**config.mk**
```make
export PLATFORM = sky130hd
export DESIGN_NAME = fetch_unit
export DESIGN_NICKNAME = d
export VERILOG_FILES = /design/src/rtl/jac_pkg.sv /design/src/rtl/pc_next_calc.sv /design/src/rtl/fetch_unit.sv
export SDC_FILE = /design/constraint.sdc
export NUM_CORES = 1
export LEC_CHECK = 0
export BUFFER_PORTS_ARGS = -buffer_cell sky130_fd_sc_hd__buf_2
export CORE_MARGIN = 2
export CORE_UTILIZATION = 40
export DETAILED_ROUTE_END_ITERATION = 10
export PLACE_DENSITY = 0.74
export SLEW_MARGIN = 20
export SYNTH_ARGS = -nofsm -noshare
export SYNTH_HDL_FRONTEND = slang
export SYNTH_HIERARCHICAL = 1
export SYNTH_SLANG_ARGS = --single-unit
```
**constraint.sdc**
```tcl
create_clock -name clk -period 2.8 [get_ports clk]
set_clock_uncertainty 0.05 [all_clocks]
set_input_delay 0.14 -clock clk [delete_from_list [all_inputs] [get_ports clk]]
set_output_delay 0.14 -clock clk [all_outputs]
set_load 0.02 [all_outputs]
```
**src/rtl/jac_pkg.sv**
```systemverilog
// ----------------------------------------------------------------------------
// jac_pkg: shared types and defaults for the Jac1-8 fetch stage and decoder
// Revision: 1.0
// ----------------------------------------------------------------------------
`default_nettype none

package jac_pkg;

    localparam int DEFAULT_PC_WIDTH        = 8;
    localparam int DEFAULT_PROG_DATA_WIDTH = 16;

    localparam logic [15:0] NOP_WORD = 16'h0000;

    typedef enum logic [1:0] {
        S_IDLE  = 2'd0,
        S_FETCH = 2'd1,
        S_LOAD  = 2'd2,
        S_EXEC  = 2'd3
    } fetch_state_t;

endpackage

`default_nettype wire

```
**src/rtl/pc_next_calc.sv**
```systemverilog
// ----------------------------------------------------------------------------
// pc_next_calc: next program counter (increment, absolute load, relative branch)
// Revision: 1.0
// ----------------------------------------------------------------------------
`default_nettype none

module pc_next_calc
    import jac_pkg::*;
#(
    parameter int PC_WIDTH = DEFAULT_PC_WIDTH
) (
    input  logic [PC_WIDTH-1:0] pc,
    input  logic                cnt_wr_en,
    input  logic                add_offset,
    input  logic [PC_WIDTH-1:0] literal_adr,
    output logic [PC_WIDTH-1:0] pc_next
);

    // The offset is as wide as the PC, so adding it modulo 2^PC_WIDTH
    // is the same as adding its sign extension and dropping the carry.
    always_comb begin
        pc_next = pc + PC_WIDTH'(1);
        if (cnt_wr_en) begin
            if (add_offset) begin
                pc_next = pc + literal_adr;
            end else begin
                pc_next = literal_adr;
            end
        end
    end

endmodule

`default_nettype wire

```
**src/rtl/fetch_unit.sv**
```systemverilog
// ----------------------------------------------------------------------------
// fetch_unit: Jac1-8 fetch stage owning PC and IR, three-cycle fetch/load/exec
// Revision: 1.0
// ----------------------------------------------------------------------------
`default_nettype none

module fetch_unit
    import jac_pkg::*;
#(
    parameter int PC_WIDTH          = DEFAULT_PC_WIDTH,
    parameter int PROGRAM_DataWidth = DEFAULT_PROG_DATA_WIDTH
) (
    input  logic                         clk,
    input  logic                         rst_n,
    input  logic                         run,
    output logic [PC_WIDTH-1:0]          prog_addr,
    input  logic [PROGRAM_DataWidth-1:0] prog_data,
    output logic [PROGRAM_DataWidth-1:0] instruction,
    output logic                         instr_valid,
    input  logic                         cnt_wr_en,
    input  logic                         add_offset,
    input  logic [PC_WIDTH-1:0]          literal_adr,
    output logic [PC_WIDTH-1:0]          pc,
    output logic                         halted
);

    fetch_state_t                 state;
    fetch_state_t                 state_next;
    logic [PROGRAM_DataWidth-1:0] ir;
    logic [PC_WIDTH-1:0]          pc_next;

    pc_next_calc #(
        .PC_WIDTH (PC_WIDTH)
    ) u_pc_next_calc (
        .pc          (pc),
        .cnt_wr_en   (cnt_wr_en),
        .add_offset  (add_offset),
        .literal_adr (literal_adr),
        .pc_next     (pc_next)
    );

    always_ff @(posedge clk or negedge rst_n) begin
        if (!rst_n) begin
            state <= S_IDLE;
            pc    <= '0;
            ir    <= PROGRAM_DataWidth'(NOP_WORD);
        end else begin
            state <= state_next;
            if (state == S_LOAD) begin
                ir <= prog_data;
            end
            if (state == S_EXEC) begin
                pc <= pc_next;
            end
        end
    end

    // run is only consulted at instruction boundaries, so dropping it
    // never cuts an instruction short.
    always_comb begin
        state_next = state;
        case (state)
            S_IDLE:  state_next = run ? S_FETCH : S_IDLE;
            S_FETCH: state_next = S_LOAD;
            S_LOAD:  state_next = S_EXEC;
            S_EXEC:  state_next = run ? S_FETCH : S_IDLE;
            default: state_next = S_IDLE;
        endcase
    end

    // The decoder sees a NOP outside EXEC so it cannot fire side effects.
    assign instruction = (state == S_EXEC) ? ir : PROGRAM_DataWidth'(NOP_WORD);
    assign instr_valid = (state == S_EXEC);
    assign halted      = (state == S_IDLE);
    assign prog_addr   = pc;

endmodule

`default_nettype wire

```
After elaboration in Yosys (flattened, before gate mapping)
Index checks and enable logic that the tools add are counted.

Muxes and demuxes: 5. Reduce and logical (&&, ||, !) cells: 2. Equal/unequal tests: 3. Add/subtract/negate cells: 2.

Operators by type and width (count): 16-bit 2-to-1 mux (1); 8-bit 2-to-1 mux (2); 8-bit by 1-bit adder with 8-bit output (second input constant) (1); 8-bit adder (1); 2-bit one-hot mux with 3 select lines (1); 2-bit == test (second input constant) (2); 2-bit by 1-bit == test with 1-bit output (second input constant) (1); 2-bit zero test (1); 2-bit OR reduction (1); 1-bit 2-to-1 mux (1).

Output and inout port bits: 34. Bits of input ports: 29. Flip-flop bits (word level): 26. Word-level logic and storage cells: 15.

Longest topological paths before layout
Gate-level depths: netlist (run 1).

Word-level depth: 3. Mapped depth: 10. Gate-level depth less buffers: 10.

Cells and area by module
Netlist (run 1), hierarchy kept.

By module, submodules not included: fetch_unit (cells each 88, sequential area each 650.6 um2, times used 1, area each 1261.2 um2); pc_next_calc (cells each 76, sequential area each 0.0 um2, times used 1, area each 583.1 um2).

Worst setup path before layout (run 1)
OpenSTA, ideal clock, no wires.

Path kind: reg2reg. From: register pc[0]. To: register pc[6]. Buffers on the path: 0. Library setup time: 0.125 ns. Required time: 2.625 ns. Cell stages (with the launch flop): 11. Arrival time: 2.068 ns. Clock period less this slack: 2.243 ns. Slack: 0.557 ns. Cells stage by stage: dfrtp_1 ha_1 inv_1 fa_1 nor2b_1 o21ai_0 nand2b_1 a21boi_0 xor2_1 a31oi_1 mux2_4.

Longest elaborated chain between the ends: 3. Elaborated cells between the ends (all ways): 4. Those cells by class: add/sub (2); mux (2).

RTL lines: from (decl) (RTL line fetch_unit.sv:23) `output logic [PC_WIDTH-1:0] pc,`; from (signal assigned) (RTL line fetch_unit.sv:53) `pc <= pc_next;`; 8-bit adder (RTL line pc_next_calc.sv:25) `pc_next = pc + literal_adr;`; 8-bit 2-to-1 mux (RTL line pc_next_calc.sv:24) `if (add_offset) begin`; 8-bit 2-to-1 mux (*) (RTL line pc_next_calc.sv:23) `if (cnt_wr_en) begin`; named net pc_next[6] (RTL line fetch_unit.sv:30) `logic [PC_WIDTH-1:0] pc_next;`.

Mark *: on every way through the listed nets, which the timed path passes. The rest lies on a longest branch. A chain may end at the register's enable or synchronous reset.

Final worst setup path (run 1)
Same ends and word-level chain as after synthesis.

==> results.md, run 1 <==
* Max-slew headroom at 59.3%
* P per Cell Area at 1230 nW/um^2
* Synth top area share at a little over a third
* Worst VDD drop at between 600 and 700 uV
* GR Overflow Total at 0
* Met1 global-route usage at around 20%
* Die area at about 5200 um^2
* Met2 Usage GRT at around a quarter
* Yosys cell types at 33
* Met3 Use GR at under 10%
* Synthesized area at 1840 um^2
* Worst Setup Start Kind: flip-flop
* Mapped Avg Cell Area at about 11 um^2
* Core Rows at 24
* TNS Setup at 0 ns
* CTS-repair resized insts at 0
* Critical-path top delay cell: dfrtp_1
* Synth area leader: dfrtp_1
* Fin nets at 261
* Initial DRC count at between 50 and 60
* Clk Latency, worst-skew pair at 0.27 ns
* Gr usage total at around 14%
* Initial Util at a little over two fifths
* Buffer count from post-CTS setup fixing at 0
* Tightest Pin Transition at 0.611 ns
* Post-synthesis adder-cell area fraction at a little under a tenth
* Post-DR wirelength/cell at about 13 um
* Main combinational cell family by area after synthesis: multiplexers
* Crit-path max cell delay at between 0.4 and 0.5 ns
* Number of antenna violations at the first check in global routing at 0
* CTS tree: done
* Critical path destination: pc[6]$_DFFE_PN0P_
* CP startpoint: pc[0]$_DFFE_PN0P_
* Post-route cell area at about 2200 um^2
* CP arrival at roughly 2.4 ns
* Register area share after synthesis at 35.3%
* Peak fanout along the critical path at 8
* Ant diodes at 0
* Gr busiest metal: met2
* Worst endpoint required time at a little under 3 ns
* Detailed Routing Iterations Pass 1 at 4
* Compound-Gate Fraction of Synth Area at 6.65%
* Post-synthesis mux area share at 22.9%
* CTS buffer count at 3
* RSZ-0062 raised after global routing: false
* IO Pins at 63
* Max-slew violation count at 0
* CTS Buffer Depth at 2
* Vias in the first global route at 1424
* XOR/XNOR share of the synthesized area at about 5.7%
* Max Cap Violations at 0
* Max Clk Rate at roughly 440 MHz
* DRC errors left at 0
* Total power at ~2.7 mW
* Worst hold path type: input pin to flip-flop
* Critical path class: flip-flop to flip-flop
* CTS sink count at 26
* Post-DP HPWL at approximately 2.6 mm
* Synth warn at 6
* Area contributors post-synth: dfrtp_1 35%, mux2_4 11%, ha_1 8.1%, mux2_2 7.9%, and2_1 5.8%
* Placed Instance Area at 2110 um^2
* Worst reg2reg path depth at 10
* Antenna-violating nets left at 0
* Setup violations, final at 0
* Fillers at around 400
* Via density at ~5
* Crit path cell chain: ha_1 -> inv_1 -> fa_1 -> nor2b_1 -> o21ai_0 -> nand2b_1 -> a21boi_0 -> xor2_1 -> a31oi_1 -> mux2_4
* Synth Area in Simple Gates at about an eighth
* Core box area at between 4000 and 5000 um^2
* Area grow syn2layout at 18.7%
* Worst-path clk slew at roughly 0.09 ns
* First-pass GRT wire length at approximately 6.1 mm
* Reg2reg end: pc[6]$_DFFE_PN0P_
* Clock root cell: clkbuf_8
* RR Startpoint: pc[0]$_DFFE_PN0P_
* Die height at about 70 um
* Reg2reg setup slack at ~0.51 ns
* Post-Synthesis Cells at about 160
* Cts hold-fix bufs at 1
* Largest net degree at the start of global routing at 27
* Util after Layout at around half
* Final hold vios at 0
* Total wire length at about 3.5 mm
* Post-synthesis net count at around 210
* H-tree level count at 1
* Final min period at 2.29 ns
* Critical Path Sink Type: flip-flop
* Die X at 71.9 um
* Share of post-route cells with drive strength above 1 at 45.4%
* Count of buffers inserted at the top-level ports at 62
* Routed vias at roughly 1300
* Final GP Congestion at 0.837
* Leak at between 1 and 1.5 nW
* Synthesis-stage register bit count at 26
* Final cycle utilization of the critical path at between 80% and 90%
* Status: finished clean
==> layer usage <==
layer | routed length, um | up-vias
met1 | 1710 | 605
met4 | 0 | 0
met3 | 221 | 0
met5 | 0 | -
li1 | - | 656
met2 | 1590 | 51
==> worst min path at each step <==
stage | from | end | slack [ns] | cells past startpoint
6_report | prog_data[6] | ir[6]$_DFFE_PN0N_ | 0.04 | 2
5_1_grt | prog_data[7] | ir[7]$_DFFE_PN0N_ | 0.03 | 2
4_1_cts | prog_data[6] | ir[6]$_DFFE_PN0N_ | 0.03 | 2
3_5_place_dp | rst_n | ir[5]$_DFFE_PN0N_ | 0.13 | 1
3_3_place_gp | rst_n | ir[4]$_DFFE_PN0N_ | 0.13 | 1
2_1_floorplan | rst_n | ir[0]$_DFFE_PN0N_ | -0.21 | 0
==> flip-flops by register name, indices dropped and copies added (netlist names) <==
name	count
state	2
ir	16
pc	8
==> cell families (layout without fill, tap and decap cells) <==
kind of cell    after synthesis  after routing
xor+xnor                     12             12
mux                          34             34
buf+inv                      21             75
fa+ha+maj                    13             13
flops                        26             26
compound gates               19             19
simple gates                 39             39
==> cell type report <==
| cell class | instances | area, um^2 | area share [%] |
|---|---|---|---|
| Clock buffer | 3 | 41.3 | 1.89 |
| Clock inverter | 1 | 30.0 | 1.37 |
| Inverter | 6 | 22.5 | 1.03 |
| Sequential cell | 26 | 651 | 29.7 |
| Timing Repair Buffer | 65 | 335 | 15.3 |
| Multi-Input combinational cell | 117 | 1040 | 47.7 |
| Tap cell | 52 | 65.1 | 2.97 |
==> cells in the mapped netlist <==
| cell type | instances |
|---|---|
| xor2_1 | 4 |
| buf_2 | 1 |
| buf_4 | 8 |
| nand3_1 | 4 |
| o21bai_1 | 1 |
| o31ai_2 | 1 |
| a21o_1 | 1 |
| nand2b_1 | 3 |
| fa_1 | 1 |
| mux2_4 | 13 |
| nand2_1 | 2 |
| buf_6 | 3 |
| mux2_2 | 13 |
| and2_1 | 17 |
| nor2_1 | 7 |
| o21ai_2 | 1 |
| clkbuf_1 | 2 |
| and3_1 | 2 |
| a31oi_1 | 1 |
| a21oi_1 | 10 |
| xnor2_1 | 8 |
| mux2i_1 | 8 |
| nand4b_1 | 1 |
| a21boi_0 | 1 |
| inv_1 | 6 |
| nor2b_1 | 1 |
| buf_12 | 1 |
| ha_1 | 12 |
| or2_2 | 1 |
| a211oi_2 | 1 |
| o21ai_0 | 2 |
| dfrtp_1 | 26 |
| nor3b_2 | 1 |
==> where the power goes <==
group	switching (mW)	internal, mW	total, mW
logic	0.823	0.809	1.63
registers	0.185	0.574	0.759
clock network	0.121	0.191	0.312
==> cell usage in the layout (no fill, tap or decap), drive strengths merged, types with 6 or more instances in the layout <==
cell type,instances
buf,64
ha,12
a21oi,10
mux2,26
and2,17
mux2i,8
xnor2,8
nor2,7
inv,6
dfrtp,26
==> per-stage QoR <==
step	hold WS (ns)	instances	worst slack, ns
floorplan	-0.206	164	0.557
global placement	0.134	265	0.582
detailed placement	0.135	265	0.514
CTS	0.0320	270	0.500
global route	0.0282	270	0.310
finish	0.0432	270	0.511
==> critical path, delay by kind of cell (launching register included) <==
family	cells	cell delay, ns
AND/OR/NAND/NOR	2	0.23
XOR/XNOR	1	0.14
flip-flops	1	0.48
AO/OA/AOI/OAI	3	0.30
adder cells (fa/ha/maj)	2	0.67
buffers and inverters	1	0.07
multiplexers	1	0.27
Note: power is estimated with default switching activity, not from simulation.
==> run 2, diff against run 1 <==
==> constraint.sdc (replaced) <==
create_clock -name clk -period 2.28 [get_ports clk]
set_clock_uncertainty 0.05 [all_clocks]
set_input_delay 0.114 -clock clk [delete_from_list [all_inputs] [get_ports clk]]
set_output_delay 0.114 -clock clk [all_outputs]
set_load 0.02 [all_outputs]
==> results.md, run 2 (synthesized netlist as in run 1, its figures left out) <==
* Share of post-route cells with drive strength above 1 at 47.8% (+2.4 points)
* RSZ-0062 raised after global routing: false
* Die height at 71.9 um (unchanged)
* Max Cap Violations at 0 (unchanged)
* Post-DR wirelength/cell at 13.0 um (about the same)
* CTS tree: done
* Crit-path max cell delay at 0.41 ns (-0.07 ns)
* Status: finished clean
* Detailed Routing Iterations Pass 1 at 4 (unchanged)
* Max Clk Rate at 466 MHz (+6.7%)
* TNS Setup at 0 ns (unchanged)
* Post-DP HPWL at 2.80 mm (+6.6%)
* Max-slew headroom at 59.7% (+0.39 points)
* Initial DRC count at 33 (-38%)
* Largest net degree at the start of global routing at 27 (unchanged)
* Fillers at 399 (-1.7%)
* Worst-path clk slew at 0.09 ns (about the same)
* Register area at 651 um^2 (unchanged)
* Multi-input gate area at 1070 um^2 (+2.4%)
* Number of antenna violations at the first check in global routing at 0 (unchanged)
* Placed instance count at 272 (+2.6%)
* Worst Setup Start Kind: flip-flop
* Fin nets at 268 (+2.7%)
* Ant diodes at 0 (unchanged)
* Placed Instance Area at 2160 um^2 (+2.5%)
* IO Pins at 63 (unchanged)
* Die area at 5170 um^2 (unchanged)
* DRC errors left at 0 (unchanged)
* Area grow syn2layout at 21.3%
* CTS buffer count at 3 (unchanged)
* Worst reg2reg path depth at 10 (unchanged)
* Biggest regs: ir: 16 flops, pc: 8 flops, state: 2 flops
* CTS sink count at 26 (unchanged)
* Via density at 4.80 (-1.1%)
* Worst VDD drop at 607 uV (-7.1%)
* Final cycle utilization of the critical path at 94.1% (+12 points)
* Gr usage total at 14.9% (+0.37 points)
* First-pass GRT wire length at 6.22 mm (+1.5%)
* Worst hold path type: input pin to flip-flop
* H-tree level count at 1 (unchanged)
* Max-slew violation count at 0 (unchanged)
* Worst endpoint required time at 2.38 ns (-0.53 ns)
* Tightest Pin Transition at 0.605 ns (-0.00584 ns)
* Antenna-violating nets left at 0 (unchanged)
* Core box area at 4380 um^2 (unchanged)
* Crit path cell chain: ha_1 -> inv_1 -> fa_1 -> nor2b_1 -> o21ai_0 -> nand2b_1 -> a21boi_0 -> xor2_1 -> a31oi_1 -> mux2_4
* Initial Util at 42.1% (unchanged)
* CTS Buffer Depth at 2 (unchanged)
* Hold Path Depth at 2 (unchanged)
* Die X at 71.9 um (unchanged)
* Final min period at 2.15 ns (-0.143 ns)
* Critical path class: flip-flop to flip-flop
* Layout Cells excl Fill at 276 (+2.2%)
* Final hold vios at 0 (unchanged)
* Routed vias at 1326 (+1.1%)
* Buffer count from post-CTS setup fixing at 0 (unchanged)
* Total wire length at 3.60 mm (+2.3%)
* Commonest non-fill, non-tap cell in the layout: buf_2
* Critical Path Sink Type: flip-flop
* Max reg flops at 16 (unchanged)
* GR Overflow Total at 0 (unchanged)
* Total power at 3.32 mW (+23%)
* Leak at 1.12 nW (+1.7%)
* Clk Latency, worst-skew pair at 0.26 ns (about the same)
* Count of buffers inserted at the top-level ports at 62 (unchanged)
* Top reg by flops: ir
* P per Cell Area at 1480 nW/um^2 (+20%)
* Setup violations, final at 0 (unchanged)
* Final GP Congestion at 0.816 (-2.5%)
* Core Rows at 24 (unchanged)
* Vias in the first global route at 1372 (-3.7%)
* Clock root cell: clkbuf_8
* Peak fanout along the critical path at 3 (-5)
* Most frequent cells in the layout: 62 x buf_2, 26 x dfrtp_1, 17 x and2_1
* Critical-path top delay cell: fa_1
* Post-route cell area at 2240 um^2 (+2.2%)
* CP arrival at 2.25 ns (-0.15 ns)
-- run 2: cell types whose count changed in the layout (fill, tap and decap cells not counted) --
cell,before,now
buf_4,2,9
bufinv_16,1,0
ha_1,12,10
ha_4,0,2
-- run 2: critical path: cells and delay by family, from the launching register on --
kind                       cells  cell delay, ns
muxes                          1            0.27
buffers and inverters          1            0.07
adders and majority gates      2            0.62
and+or+nand+nor                2            0.25
AOI/OAI and AO/OA              3            0.29
DFF                            1            0.35
xor gates and xnor gates       1            0.15
-- run 2: what timing repair did --
item | CTS | global route
hold buffers | 1 | 0
endpoints found under the setup margin | 0 | 1
endpoints found under the hold margin | 26 | 0
resized for setup | 0 | 2
-- run 2: power breakdown --
part	switching, mW	internal [mW]	total [mW]
Combinational	1.09	1.09	2.19
Clock	0.136	0.118	0.254
Sequential	0.169	0.705	0.874
-- run 2: cell type report --
cell class	instances	area share, %
Multi-Input combinational cell	117	47.8
Sequential cell	26	29.1
Timing Repair Buffer	72	17.3
Tap cell	52	2.91
Clock buffer	3	1.85
Inverter	6	1.01
-- run 2: final timing paths --
check,start,end,slack [ns]
setup / recovery,pc[0]$_DFFE_PN0P_,pc[6]$_DFFE_PN0P_,0.13
hold / removal,prog_data[0],ir[0]$_DFFE_PN0N_,0.02
setup reg to reg,pc[0]$_DFFE_PN0P_,pc[6]$_DFFE_PN0P_,0.13
hold reg to reg,ir[15]$_DFFE_PN0N_,ir[15]$_DFFE_PN0N_,0.46
max in group asynchronous,rst_n,pc[3]$_DFFE_PN0P_,1.44
min in group asynchronous,rst_n,state[1]$_DFF_PN0_,0.35
-- run 2: layer usage --
| layer | GRT usage [%] | wire length, um | vias up |
|---|---|---|---|
| met5 | 0 | 0 | - |
| met4 | 1.89 | 0 | 0 |
| met3 | 2.50 | 176 | 0 |
| met2 | 25.1 | 1660 | 40 |
| met1 | 20.7 | 1760 | 611 |
| li1 | - | - | 675 |
-- run 2: stage by stage --
stage          hold slack, ns  setup slack (ns)  utilization [%]
2_1_floorplan          -0.232            0.0369                -
3_3_place_gp            0.108             0.146             49.3
3_5_place_dp            0.114             0.118             49.3
4_1_cts                0.0147             0.102             50.5
5_1_grt                0.0135           0.00864             51.0
6_report               0.0217             0.134             51.0
==> run 3, diff against run 2 <==
--- a/config.mk
+++ b/config.mk
@@ -7,9 +7,9 @@
 export LEC_CHECK = 0
 export BUFFER_PORTS_ARGS = -buffer_cell sky130_fd_sc_hd__buf_2
 export CORE_MARGIN = 2
-export CORE_UTILIZATION = 40
+export CORE_UTILIZATION = 45
 export DETAILED_ROUTE_END_ITERATION = 10
-export PLACE_DENSITY = 0.74
+export PLACE_DENSITY = 0.81
 export SLEW_MARGIN = 20
 export SYNTH_ARGS = -nofsm -noshare
 export SYNTH_HDL_FRONTEND = slang
==> results.md, run 3 (synthesized netlist as in run 1, its figures left out) <==
* Count of buffers inserted at the top-level ports at 62 (unchanged)
* Commonest non-fill, non-tap cell in the layout: buf_2
* CTS sink count at 26 (unchanged)
* Via density at 4.95 (+3.0%)
* Setup violations, final at 0 (unchanged)
* RR Startpoint: pc[1]$_DFFE_PN0P_
* CP arrival at 2.23 ns (-0.02 ns)
* Post-Route M1 WL at 1.64 mm (-7.1%)
* Core box area at 3970 um^2 (-9.4%)
* CTS Buffer Depth at 2 (unchanged)
* Final min period at 2.13 ns (-0.0174 ns)
* Post-DR wirelength/cell at 13.2 um (+1.1%)
* Ant diodes at 0 (unchanged)
* Layout Cells excl Fill at 274 (-0.72%)
* WHS Endpoint: ir[12]$_DFFE_PN0N_
* Final GP Congestion at 0.782 (-4.2%)
* Placed instance count at 270 (-0.74%)
* Area grow syn2layout at 20.5%
* Largest net degree at the start of global routing at 27 (unchanged)
* Vias in the first global route at 1249 (-9.0%)
* Top reg by flops: ir
* Critical path class: flip-flop to flip-flop
* Max Cap Violations at 0 (unchanged)
* RSZ-0062 raised after global routing: false
* Die area at 4630 um^2 (-11%)
* Worst Setup Start Kind: flip-flop
* Most frequent cells in the layout: 62 x buf_2, 26 x dfrtp_1, 17 x and2_1
* Max-slew violation count at 0 (unchanged)
* IO Pins at 63 (unchanged)
* Biggest regs: ir: 16 flops, pc: 8 flops, state: 2 flops
* Internal at 1.92 mW (+0.21%)
* Fin nets at 268 (unchanged)
* Clk Latency, worst-skew pair at 0.26 ns (about the same)
* Worst endpoint required time at 2.39 ns (about the same)
* Peak fanout along the critical path at 2 (-1)
* Post-DP HPWL at 2.81 mm (+0.55%)
* Core Rows at 23 (-4.2%)
* Reg2reg setup slack at 0.15 ns (+0.02 ns)
* Worst-path clk slew at 0.09 ns (about the same)
* Gr usage total at 16.3% (+1.5 points)
* Seq pwr share at 25.2% (-1.2 points)
* H-tree level count at 1 (unchanged)
* Hold wc startpoint: prog_data[12]
* Clock root cell: clkbuf_8
* Initial DRC count at 23 (-30%)
* Max Clk Rate at 470 MHz (+0.82%)
* CTS tree: done
* Util after Layout at 56.0% (+4.9 points)
* Fillers at 365 (-8.5%)
* Wire length on met2 at 1.84 mm (+11%)
* Routed vias at 1356 (+2.3%)
* Critical Path Sink Type: flip-flop
* Die height at 68.0 um (-5.4%)
* Top layer in use: met4
* DRC errors left at 0 (unchanged)
* Switching pwr at 1.41 mW (+0.84%)
* TNS Setup at 0 ns (unchanged)
* Setup WS pre-CTS at 0.162 ns (+0.0441 ns)
* Clock power frac at 7.7% (about the same)
* Worst reg2reg path depth at 8 (-2)
* Met3 wire len at 97 um (-45%)
* Antenna-violating nets left at 0 (unchanged)
* Logic pwr share at 67.1% (+1.1 points)
* GR Overflow Total at 0 (unchanged)
* Total power at 3.33 mW (+0.47%)
* Final cycle utilization of the critical path at 93.3% (-0.77 points)
* CTS-repair resized insts at 0 (unchanged)
* Number of antenna violations at the first check in global routing at 0 (unchanged)
* Reg2reg end: pc[7]$_DFFE_PN0P_
* Initial Util at 46.4% (+4.4 points)
* P per Cell Area at 1500 nW/um^2 (+1.2%)
* Max-slew headroom at 59.3% (-0.33 points)
* Final hold vios at 0 (unchanged)
* Share of post-route cells with drive strength above 1 at 46.9% (-0.89 points)
* Leak at 1.13 nW (+0.31%)
* Sw frac at 42.3% (+0.15 points)
* Fin worst setup slack at 0.152 ns (+0.0174 ns)
* Worst hold path type: input pin to flip-flop
* CTS buffer count at 3 (unchanged)
* Die X at 68.0 um (-5.4%)
* Total wire length at 3.62 mm (+0.39%)
* Tightest Pin Transition at 0.610 ns (+0.00499 ns)
* First-pass GRT wire length at 5.67 mm (-8.9%)
* Detailed Routing Iterations Pass 1 at 4 (unchanged)
* Status: finished clean
* Max reg flops at 16 (unchanged)
* Worst VDD drop at 676 uV (+11%)
* Hold Path Depth at 2 (unchanged)
## run 3: cell types whose count changed in the layout (fill, tap and decap cells not counted)
cell	change
buf_12	+1
ha_4	-2
buf_4	-1
ha_1	+2
## run 3: power groups by stage
stage,Sequential [mW],Clock [mW],Combinational [mW]
after floorplan,0.975,0,1.65
after global placement,0.838,0,2.20
after detailed placement,0.849,0,2.25
after CTS,0.843,0.269,2.26
after global routing,0.874,0.288,2.43
final,0.840,0.257,2.24
## run 3: how the worst max path moves through the flow
stage / slack [ns] / startpoint / endpoint
6_report: 0.15 / pc[1]$_DFFE_PN0P_ / pc[7]$_DFFE_PN0P_
4_1_cts: 0.14 / pc[0]$_DFFE_PN0P_ / pc[6]$_DFFE_PN0P_
3_5_place_dp: 0.16 / pc[0]$_DFFE_PN0P_ / pc[6]$_DFFE_PN0P_
2_1_floorplan: 0.04 / pc[0]$_DFFE_PN0P_ / pc[6]$_DFFE_PN0P_
3_3_place_gp: 0.19 / pc[1]$_DFFE_PN0P_ / pc[7]$_DFFE_PN0P_
5_1_grt: 0.02 / pc[0]$_DFFE_PN0P_ / pc[6]$_DFFE_PN0P_
## run 3: final cells by class
| class | count | area (um^2) | share of cell area (%) |
|---|---|---|---|
| Multi-Input combinational cell | 117 | 1040 | 47.0 |
| Sequential cell | 26 | 651 | 29.3 |
| Timing Repair Buffer | 72 | 400 | 18.0 |
| Tap cell | 50 | 62.6 | 2.82 |
| Clock buffer | 3 | 41.3 | 1.86 |
| Inverter | 6 | 22.5 | 1.01 |
## run 3: routing by layer
layer	vias up	track usage, %
li1	676	-
met1	655	21.7
met2	23	27.2
met3	2	1.97
met4	0	6.25
met5	-	0
## run 3: worst max-delay path, cell delays in order (launching register included)
cell and delay, ns:
dfrtp_1 0.39, ha_1 0.30, a211oi_2 0.28, nor3b_2 0.09, mux2i_1 0.14, o31ai_2 0.26, xor2_1 0.17, a21oi_1 0.08
mux2_4 0.26
## run 3: through the flow
| stage | cell area (um^2) | hold slack, ns |
|---|---|---|
| finish | 2220 | 0.0224 |
| CTS | 2220 | 0.0150 |
| floorplan | 1840 | -0.232 |
| detailed placement | 2170 | 0.110 |
| global placement | 2170 | 0.110 |
| global route | 2220 | 0.0157 |
## run 3: what timing repair did
item,4_1_cts,5_1_grt
buffers inserted,0,0
hold endpoints to repair,26,0
hold buffers,1,0
